`src/rtl/avl_arb_pkg.sv`:
```
// Shared types for the Avalon-style register-port arbiter.
package avl_arb_pkg;

  localparam int AVL_DW  = 32;
  localparam int AVL_BEW = 4;

  typedef enum logic [1:0] {
    IDLE,
    BUSY,
    DONE
  } arb_state_t;

  typedef struct packed {
    logic               rd;
    logic               wr;
    logic [AVL_DW-1:0]  addr;
    logic [AVL_BEW-1:0] be;
    logic [AVL_DW-1:0]  wdata;
  } avl_cmd_t;

endpackage

```
`src/rtl/rr_picker.sv`:
```
// Combinational round-robin pick: first requester strictly after rr_ptr, wrapping.
module rr_picker #(
  parameter int NUM_REQ = 2,
  localparam int IDXW   = (NUM_REQ > 1) ? $clog2(NUM_REQ) : 1
) (
  input  logic [NUM_REQ-1:0] req,
  input  logic [IDXW-1:0]    rr_ptr,
  output logic [IDXW-1:0]    grant,
  output logic               any_req
);

  logic            found;
  logic [IDXW-1:0] idx;

  assign any_req = |req;

  always_comb begin
    grant = '0;
    found = 1'b0;
    idx   = '0;
    for (int k = 1; k <= NUM_REQ; k++) begin
      idx = IDXW'((int'(rr_ptr) + k) % NUM_REQ);
      if (!found && req[idx]) begin
        grant = idx;
        found = 1'b1;
      end
    end
  end

endmodule

```
`src/rtl/avl_bus_arbiter.sv`:
```
// Round-robin arbiter sharing one Avalon-style register port between NUM_REQ masters.
// Define AVL_ARB_TIMEOUT_EN to build the hung-access abort counter.
//
// state | meaning
// IDLE  | no access in flight; arbitrate and launch the winner's command
// BUSY  | command held on m_*; waiting for m_ack (or timeout)
// DONE  | req_ack pulsed to the granted master; back to IDLE next cycle
module avl_bus_arbiter
  import avl_arb_pkg::*;
#(
  parameter int          NUM_REQ        = 2,
  parameter int          TIMEOUT_CYCLES = 1024,
  parameter logic [31:0] TIMEOUT_DATA   = 32'hDEAD_BEEF
) (
  input  logic                       clk10,
  input  logic                       rst_10,
  input  logic [NUM_REQ-1:0]         req_read,
  input  logic [NUM_REQ-1:0]         req_write,
  input  logic [NUM_REQ*AVL_DW-1:0]  req_address,
  input  logic [NUM_REQ*AVL_BEW-1:0] req_byte_en,
  input  logic [NUM_REQ*AVL_DW-1:0]  req_wdata,
  output logic [NUM_REQ-1:0]         req_ack,
  output logic [AVL_DW-1:0]          req_rdata,
  output logic                       req_error,
  output logic                       m_read,
  output logic                       m_write,
  output logic [AVL_DW-1:0]          m_address,
  output logic [AVL_BEW-1:0]         m_byte_en,
  output logic [AVL_DW-1:0]          m_wdata,
  input  logic                       m_ack,
  input  logic [AVL_DW-1:0]          m_rdata
);

  localparam int IDXW = (NUM_REQ > 1) ? $clog2(NUM_REQ) : 1;

  arb_state_t         state;
  avl_cmd_t           sel_cmd;
  avl_cmd_t           cmd_q;
  logic [NUM_REQ-1:0] req_vec;
  logic [IDXW-1:0]    pick;
  logic [IDXW-1:0]    grant;
  logic [IDXW-1:0]    rr_ptr;
  logic               any_req;

  assign req_vec = req_read | req_write;

  rr_picker #(
    .NUM_REQ (NUM_REQ)
  ) u_picker (
    .req     (req_vec),
    .rr_ptr  (rr_ptr),
    .grant   (pick),
    .any_req (any_req)
  );

  // A master raising both strobes is treated as a write.
  always_comb begin
    sel_cmd.wr    = req_write[pick];
    sel_cmd.rd    = req_read[pick] & ~req_write[pick];
    sel_cmd.addr  = req_address[AVL_DW*pick +: AVL_DW];
    sel_cmd.be    = req_byte_en[AVL_BEW*pick +: AVL_BEW];
    sel_cmd.wdata = req_wdata[AVL_DW*pick +: AVL_DW];
  end

  assign m_read    = cmd_q.rd;
  assign m_write   = cmd_q.wr;
  assign m_address = cmd_q.addr;
  assign m_byte_en = cmd_q.be;
  assign m_wdata   = cmd_q.wdata;

`ifdef AVL_ARB_TIMEOUT_EN
  localparam int TW = (TIMEOUT_CYCLES > 1) ? $clog2(TIMEOUT_CYCLES) : 1;
  logic [TW-1:0] tmo_cnt;
  logic          err_q;
  assign req_error = err_q;
`else
  assign req_error = 1'b0;
`endif

  always_ff @(posedge clk10) begin
    if (rst_10) begin
      state     <= IDLE;
      grant     <= '0;
      rr_ptr    <= IDXW'(NUM_REQ - 1);
      cmd_q     <= '0;
      req_ack   <= '0;
      req_rdata <= '0;
`ifdef AVL_ARB_TIMEOUT_EN
      tmo_cnt   <= '0;
      err_q     <= 1'b0;
`endif
    end else begin
      case (state)
        IDLE: begin
          req_ack <= '0;
          if (any_req) begin
            cmd_q  <= sel_cmd;
            grant  <= pick;
            rr_ptr <= pick;
            state  <= BUSY;
`ifdef AVL_ARB_TIMEOUT_EN
            // Down-counter: expiry is the terminal count of zero.
            tmo_cnt <= TW'(TIMEOUT_CYCLES - 1);
`endif
          end
        end
        BUSY: begin
          // A real acknowledge always beats an expiry in the same cycle.
          if (m_ack) begin
            req_rdata      <= cmd_q.wr ? '0 : m_rdata;
            cmd_q.rd       <= 1'b0;
            cmd_q.wr       <= 1'b0;
            req_ack[grant] <= 1'b1;
            state          <= DONE;
`ifdef AVL_ARB_TIMEOUT_EN
            err_q          <= 1'b0;
`endif
          end
`ifdef AVL_ARB_TIMEOUT_EN
          else if (tmo_cnt == '0) begin
            req_rdata      <= TIMEOUT_DATA;
            err_q          <= 1'b1;
            cmd_q.rd       <= 1'b0;
            cmd_q.wr       <= 1'b0;
            req_ack[grant] <= 1'b1;
            state          <= DONE;
          end else begin
            tmo_cnt <= tmo_cnt - 1'b1;
          end
`endif
        end
        DONE: begin
          req_ack <= '0;
          state   <= IDLE;
        end
        default: state <= IDLE;
      endcase
    end
  end

endmodule

```
`config.mk`:
```
export PLATFORM = sky130hd
export DESIGN_NAME = avl_bus_arbiter
export DESIGN_NICKNAME = d
export VERILOG_FILES = /design/src/rtl/avl_arb_pkg.sv /design/src/rtl/rr_picker.sv /design/src/rtl/avl_bus_arbiter.sv
export SDC_FILE = /design/constraint.sdc
export NUM_CORES = 1
export LEC_CHECK = 0
export ABC_AREA = 1
export BUFFER_PORTS_ARGS = -buffer_cell sky130_fd_sc_hd__buf_2
export CORE_MARGIN = 2
export CORE_UTILIZATION = 45
export CTS_BUF_LIST = sky130_fd_sc_hd__clkbuf_2 sky130_fd_sc_hd__clkbuf_4 sky130_fd_sc_hd__clkbuf_8
export DETAILED_ROUTE_END_ITERATION = 12
export PLACE_DENSITY = 0.81
export SYNTH_ARGS = -nofsm -noshare
export SYNTH_HDL_FRONTEND = slang
export SYNTH_SLANG_ARGS = --single-unit
```
`constraint.sdc`:
```
create_clock -name clk10 -period 1.3 [get_ports clk10]
set_input_delay 0.13 -clock clk10 [delete_from_list [all_inputs] [get_ports clk10]]
set_output_delay 0.13 -clock clk10 [all_outputs]
set_load 0.02 [all_outputs]
```
# Yosys cells after proc, flatten, opt, wreduce, memory -nomap -nowiden
# Cells that the tools add are included.
# Widths: inputs -> output; s select.
[word_totals] register_bits=108 out_inout_bits=105 inputBits=175 word_cells=63
[op_classes] bitwise_logic=4 magnitude_cmp=5 n_eq_ne=4 reduce_logical=13 n_shift=3 n_addsub=2 muxes=22
[op_table] operator="$shiftx 64x7->32" n=2
[op_table] operator="$mux 70" n=1
[op_table] operator="$mux 32" n=1
[op_table] operator="$mux 1" n=12
[op_table] operator="$pmux 2 s2" n=3
[op_table] operator="$lt 1x2->1 const B" n=4
[op_table] operator="$mux 2" n=4
[op_table] operator="$reduce_and 2->1" n=4
[op_table] operator="$shiftx 8x4->4" n=1
[op_table] operator="$ne 2x2->1 const B" n=2
[op_table] operator="$or 2x2->2" n=2
[op_table] operator="$reduce_bool 2->1" n=2
[op_table] operator="$reduce_or 2->1" n=2
[op_table] operator="$reduce_and 3->1" n=1
[op_table] operator="$add 1x1->1 const B" n=2
[op_table] operator="$eq 2x1->1 const B" n=1
[op_table] operator="$eq 2x2->1 const B" n=1
[op_table] operator="$logic_and 1x1->1" n=2
[op_table] operator="$logic_not 2->1" n=1
[op_table] operator="$and 1x1->1" n=1
[op_table] operator="$demux 1 s1" n=1
[op_table] operator="$ge 1x1->1 const B" n=1
[op_table] operator="$logic_not 1->1" n=1
[op_table] operator="$not 1->1" n=1

# Logic depth before layout (Yosys ltp)
[logic_depth] ltp_word=13 mapped_depth=10 ltp_nobuf=8

# Modules after synthesis
# A second synthesis with hierarchy kept.
[hier_totals] cells_unflattened=713 area_unflattened_um2=4769.6
[modules_own_cells] mod="avl_bus_arbiter" seq_area_each_um2=2162.1 cells_each=710 n_inst=1 area_each_um2=4754.6
[modules_own_cells] mod="rr_picker" seq_area_each_um2=0.0 cells_each=3 n_inst=1 area_each_um2=15.0

# Least setup slack after synthesis
# OpenSTA, ideal clock, no wires.
[synth_path] path_kind="reg2reg" from="register state[0]" to="register cmd_q (netlist bit m_address[0])" setup_time_ns=0.109 path_stages_with_launch=9 t_required_ns=1.191 path_buffers=2 period_less_slack_ns=1.217 slack_ns=0.083 t_arrival_ns=1.108 path_cell_list="dfxtp_1 nor2_1 nand2_2 inv_2 buf_4 buf_2 nand3_1 nand2_1 inv_1"
[synth_via] elab_chain_cells=2
[synth_lines] element="start, declared" line="avl_bus_arbiter.sv:36" source="arb_state_t state;"
[synth_lines] element="start signal, assigned" line="avl_bus_arbiter.sv:82" source="state <= IDLE;"
[synth_lines] element="start signal, assigned" line="avl_bus_arbiter.sv:100" source="state <= BUSY;"
[synth_lines] element="start signal, assigned" line="avl_bus_arbiter.sv:114" source="state <= DONE;"
[synth_lines] element="$logic_not 2->1" line="avl_bus_arbiter.sv:93" source="case (state)"
[synth_lines] element="$reduce_and 2->1 (no source line)"
[synth_lines] element="end signal, assigned" line="avl_bus_arbiter.sv:97" source="cmd_q <= sel_cmd;"
[synth_lines] element="end, declared" line="avl_bus_arbiter.sv:38" source="avl_cmd_t cmd_q;"
# Every way passes these cells.
# A chain may end at the register's enable or synchronous reset.

# Final worst setup path
[layout_path] from="register rr_ptr" to="register cmd_q (netlist bit m_wdata[19])"
[layout_via] elab_chain_cells=8 word_cells_on_any_way=12 classes_between="2 x add/sub; 1 x shift; 7 x mux; 2 x reduce/logical"
[layout_lines] element="start, declared" line="avl_bus_arbiter.sv:42" source="logic [IDXW-1:0] rr_ptr;"
[layout_lines] element="start signal, assigned" line="avl_bus_arbiter.sv:84" source="rr_ptr <= IDXW'(NUM_REQ - 1);"
[layout_lines] element="start signal, assigned" line="avl_bus_arbiter.sv:99" source="rr_ptr <= pick;"
[layout_lines] element="$add 1x1->1" line="rr_picker.sv:22" source="idx = IDXW'((int'(rr_ptr) + k) % NUM_REQ);"
[layout_lines] element="$mux 1 (not written as such) (2 in a row)" line="rr_picker.sv:23" source="if (!found && req[idx]) begin"
[layout_lines] element="$mux 1" line="rr_picker.sv:23"
[layout_lines] element="$logic_not 1->1" line="rr_picker.sv:23"
[layout_lines] element="$logic_and 1x1->1" line="rr_picker.sv:23"
[layout_lines] element="$mux 1 *" line="rr_picker.sv:23"
[layout_lines] element="$shiftx 64x7->32 *" line="avl_bus_arbiter.sv:62" source="sel_cmd.wdata = req_wdata[AVL_DW*pick +: AVL_DW];"
# Mark *: on every way between the ends. The rest lies on a longest branch, timed or not. The select of a mux whose other input is x is not followed.

==> out/qor.txt <==
Highest Clock Rate = 0.813 GHz
fin nets = 1226
Die Span X = 109 um
sequential share of power = 44.4%
Int Power = 5.52 mW
reg2reg start = rr_ptr$_SDFFE_PP1P_
post-synthesis cell area = 0.00496 mm^2
Syn Nets = 950
Synth Register Bits = 108
Fin Hold WS = 0.0128 ns
sequential area share after synthesis = 43.6%
Die Y = 109 um
post-route cell area = 0.00700 mm^2
total clock sinks = 108
site row count = 38
cell accounting for the most synthesized area = dfxtp_1
r2r setup slk = 0.07 ns
Place WS = 0.0479 ns
Congestion Overflow GR = 0
critical path endpoint category = flop
Slew Limit Fails = 0
Leak = 4.15 nW
wire per inst = 12.1 um
area grow syn2layout = 41.1%
gpl congestion = 0.806
Netlist cell types = 21
Power Density = 1230 mW/mm^2
CTS Root Cell = clkbuf_8
area of the core = 0.0108 mm^2
layout cell share with drive strength beyond 1 = 31.3%
Worst Path Arrival = 1.54 ns
Mapped Cells = 775
Max clock buf depth = 2
Starting Density = 46.0%
Final Skew = 0.0103 ns
post-synthesis compound-gate area fraction = 4.51%
Synth Warn # = 0
syn_area_per_cell = 6.40 um^2
Hold WC Path Type = input port to flop
Switch Pwr = 3.09 mW
Sw Share = 35.9%
Hold EP = req_rdata[20]$_SDFFE_PP0P_
largest net degree at the start of global routing = 71
final critical-path share of the clock period = 94.6%
drt first-iter violations = 261
share of the synthesized area in the top cell type = 43.6%
number of stages on the worst hold path = 3
Clk pwr share = 23.5%
largest cells by area after synthesis = dfxtp_1 44%, nand2_1 19%, nor2_1 11%, nand3_1 10%, inv_1 5.8%
final hold vios = 0
Setup WS post-layout = 0.0696 ns
routed vias = 5594
DRT Wirelength = 14500 um
area of the die = 0.0119 mm^2
Setup crit start kind = flop
antenna violations before repair = 0
outcome = complete, no violations
CTS tree = yes
largest family of logic cells by synthesized area = simple AND/OR/NAND/NOR gates
Clock transition at path regs = 0.11 ns
reg2reg end = m_wdata[19]$_SDFFE_PP0P_
Via density = 4.67
Max rail drop VDD = 0.000585 V
Max-Cap Viols = 0
crit path kind = flop to flop
Period minus WS final = 1.23 ns
drt first pass iters = 4
Comb power frac = 32.2%
Num CTS Buffers = 9
Simple-Gate Fraction of Synth Area = 40.4%
Worst Hold Launch = m_rdata[20]
GRT Total Usage = 22.9%
first-pass GRT wire length = 21700 um
post-layout util = 64.9%
# setup viols final = 0
crit-path max FO = 26
DRT antenna net count = 0
# H-tree levels = 3
Critical Path RT = 1.61 ns
vias in the first global route = 4890
mux contribution to synthesized area = 0%
Post-Synth XOR/XNOR Area = 0%
clk_lat worst skew = 0.37 ns
Power Total = 8.61 mW
R2R depth = 9
post-route DRC violation count = 0
DP Wirelength = 10400 um
Buffers on Ports = 278
post-synthesis adder-cell area fraction = 0%
IO Count = 280
area of placed instances = 0.00659 mm^2
-- cells by family after synthesis --
logic type             Yosys count
AOI/OAI and AO/OA               43
buffers and inverters          130
DFF                            108
other                            1
and+or+nand+nor                493
-- sequential cells by signal (all words and copies together), names as in the netlist --
| register | count |
|---|---|
| rr_ptr | 1 |
| req_ack | 2 |
| m_write | 1 |
| m_read | 1 |
| m_byte_en | 4 |
| state | 2 |
| m_address | 32 |
| req_rdata | 32 |
| m_wdata | 32 |
| grant | 1 |
-- per-stage QoR --
stage	setup TNS, ns	instances
floorplan	0	775
global placement	0	1163
detailed placement	0	1163
CTS	0	1193
global route	-0.0469	1196
finish	0	1197
-- layout make-up --
class | instances | area [um^2]
Timing Repair Buffer | 316 | 1910
Antenna cell | 1 | 2.50
Sequential cell | 108 | 2160
Inverter | 79 | 302
Multi-Input combinational cell | 537 | 2260
Clock inverter | 7 | 66.3
Tap cell | 140 | 175
Clock buffer | 9 | 124
Fill cell | 983 | 3790
-- routing by layer --
layer | up-vias | GRT usage (%) | routed length [um]
met2 | 209 | 40.6 | 7220
met5 | - | 0 | 0
met1 | 2444 | 25.4 | 5770
met3 | 39 | 6.34 | 1040
met4 | 0 | 10.2 | 459
li1 | 2902 | - | -
-- worst max-delay path, stage by stage, from the launching register on --
cell,delay (ns)
dfxtp_2,0.33
inv_2,0.10
nor2_4,0.05
nor2_4,0.13
buf_12,0.14
buf_12,0.16
nand2_1,0.06
nand3_1,0.09
nand2_1,0.06
inv_1,0.04
-- cell usage after synthesis, drive strengths merged --
cell type and n:
clkbuf 26, o211ai 1, nand3 101, buf 25
dfxtp 108, inv 79, conb 1, o21ai 36
a21oi 5, nor2 145, nand2 247, o21a 1
-- worst max path at each step --
stage                                from                         end  slack [ns]  cells after the start
global route        state[0]$_SDFFE_PP0P_  req_rdata[24]$_SDFFE_PP0P_       -0.01                      7
detailed placement  state[0]$_SDFFE_PP0P_  m_address[26]$_SDFFE_PP0P_        0.05                      8
floorplan           state[0]$_SDFFE_PP0P_   m_address[0]$_SDFFE_PP0P_        0.08                      8
finish                rr_ptr$_SDFFE_PP1P_    m_wdata[19]$_SDFFE_PP0P_        0.07                      9
global placement      rr_ptr$_SDFFE_PP1P_   m_address[0]$_SDFFE_PP0P_        0.06                      8
CTS                 state[0]$_SDFFE_PP0P_     m_wdata[7]$_SDFFE_PP0P_        0.01                      8
-- power by group through the flow --
stage / logic, mW / clock network, mW / registers (mW)
after floorplan: 1.26 / 0 / 4.31
after global placement: 2.63 / 0 / 3.88
final: 2.77 / 2.02 / 3.82
after global routing: 3.08 / 2.21 / 3.86
after CTS: 2.71 / 2.06 / 3.82
after detailed placement: 2.67 / 0 / 3.89
-- cell usage in the layout, fill, tap and decap left out, types with 3 or more instances in the layout --
cell,count
a21oi_1,5
buf_12,14
buf_2,278
buf_4,6
clkbuf_8,9
dfxtp_1,107
dlygate4sd3_1,15
inv_1,76
inv_8,3
nand2_1,245
nand3_1,101
nor2_1,139
nor2_4,5
o21ai_0,28
o21ai_1,7
-- timing repair --
item,in CTS,in global routing
setup endpoints to repair,0,82
hold endpoints to repair,14,1
setup buffers,0,1
gates resized for setup,0,13
hold buffers,14,1
Power figures use the tool's default switching activity.
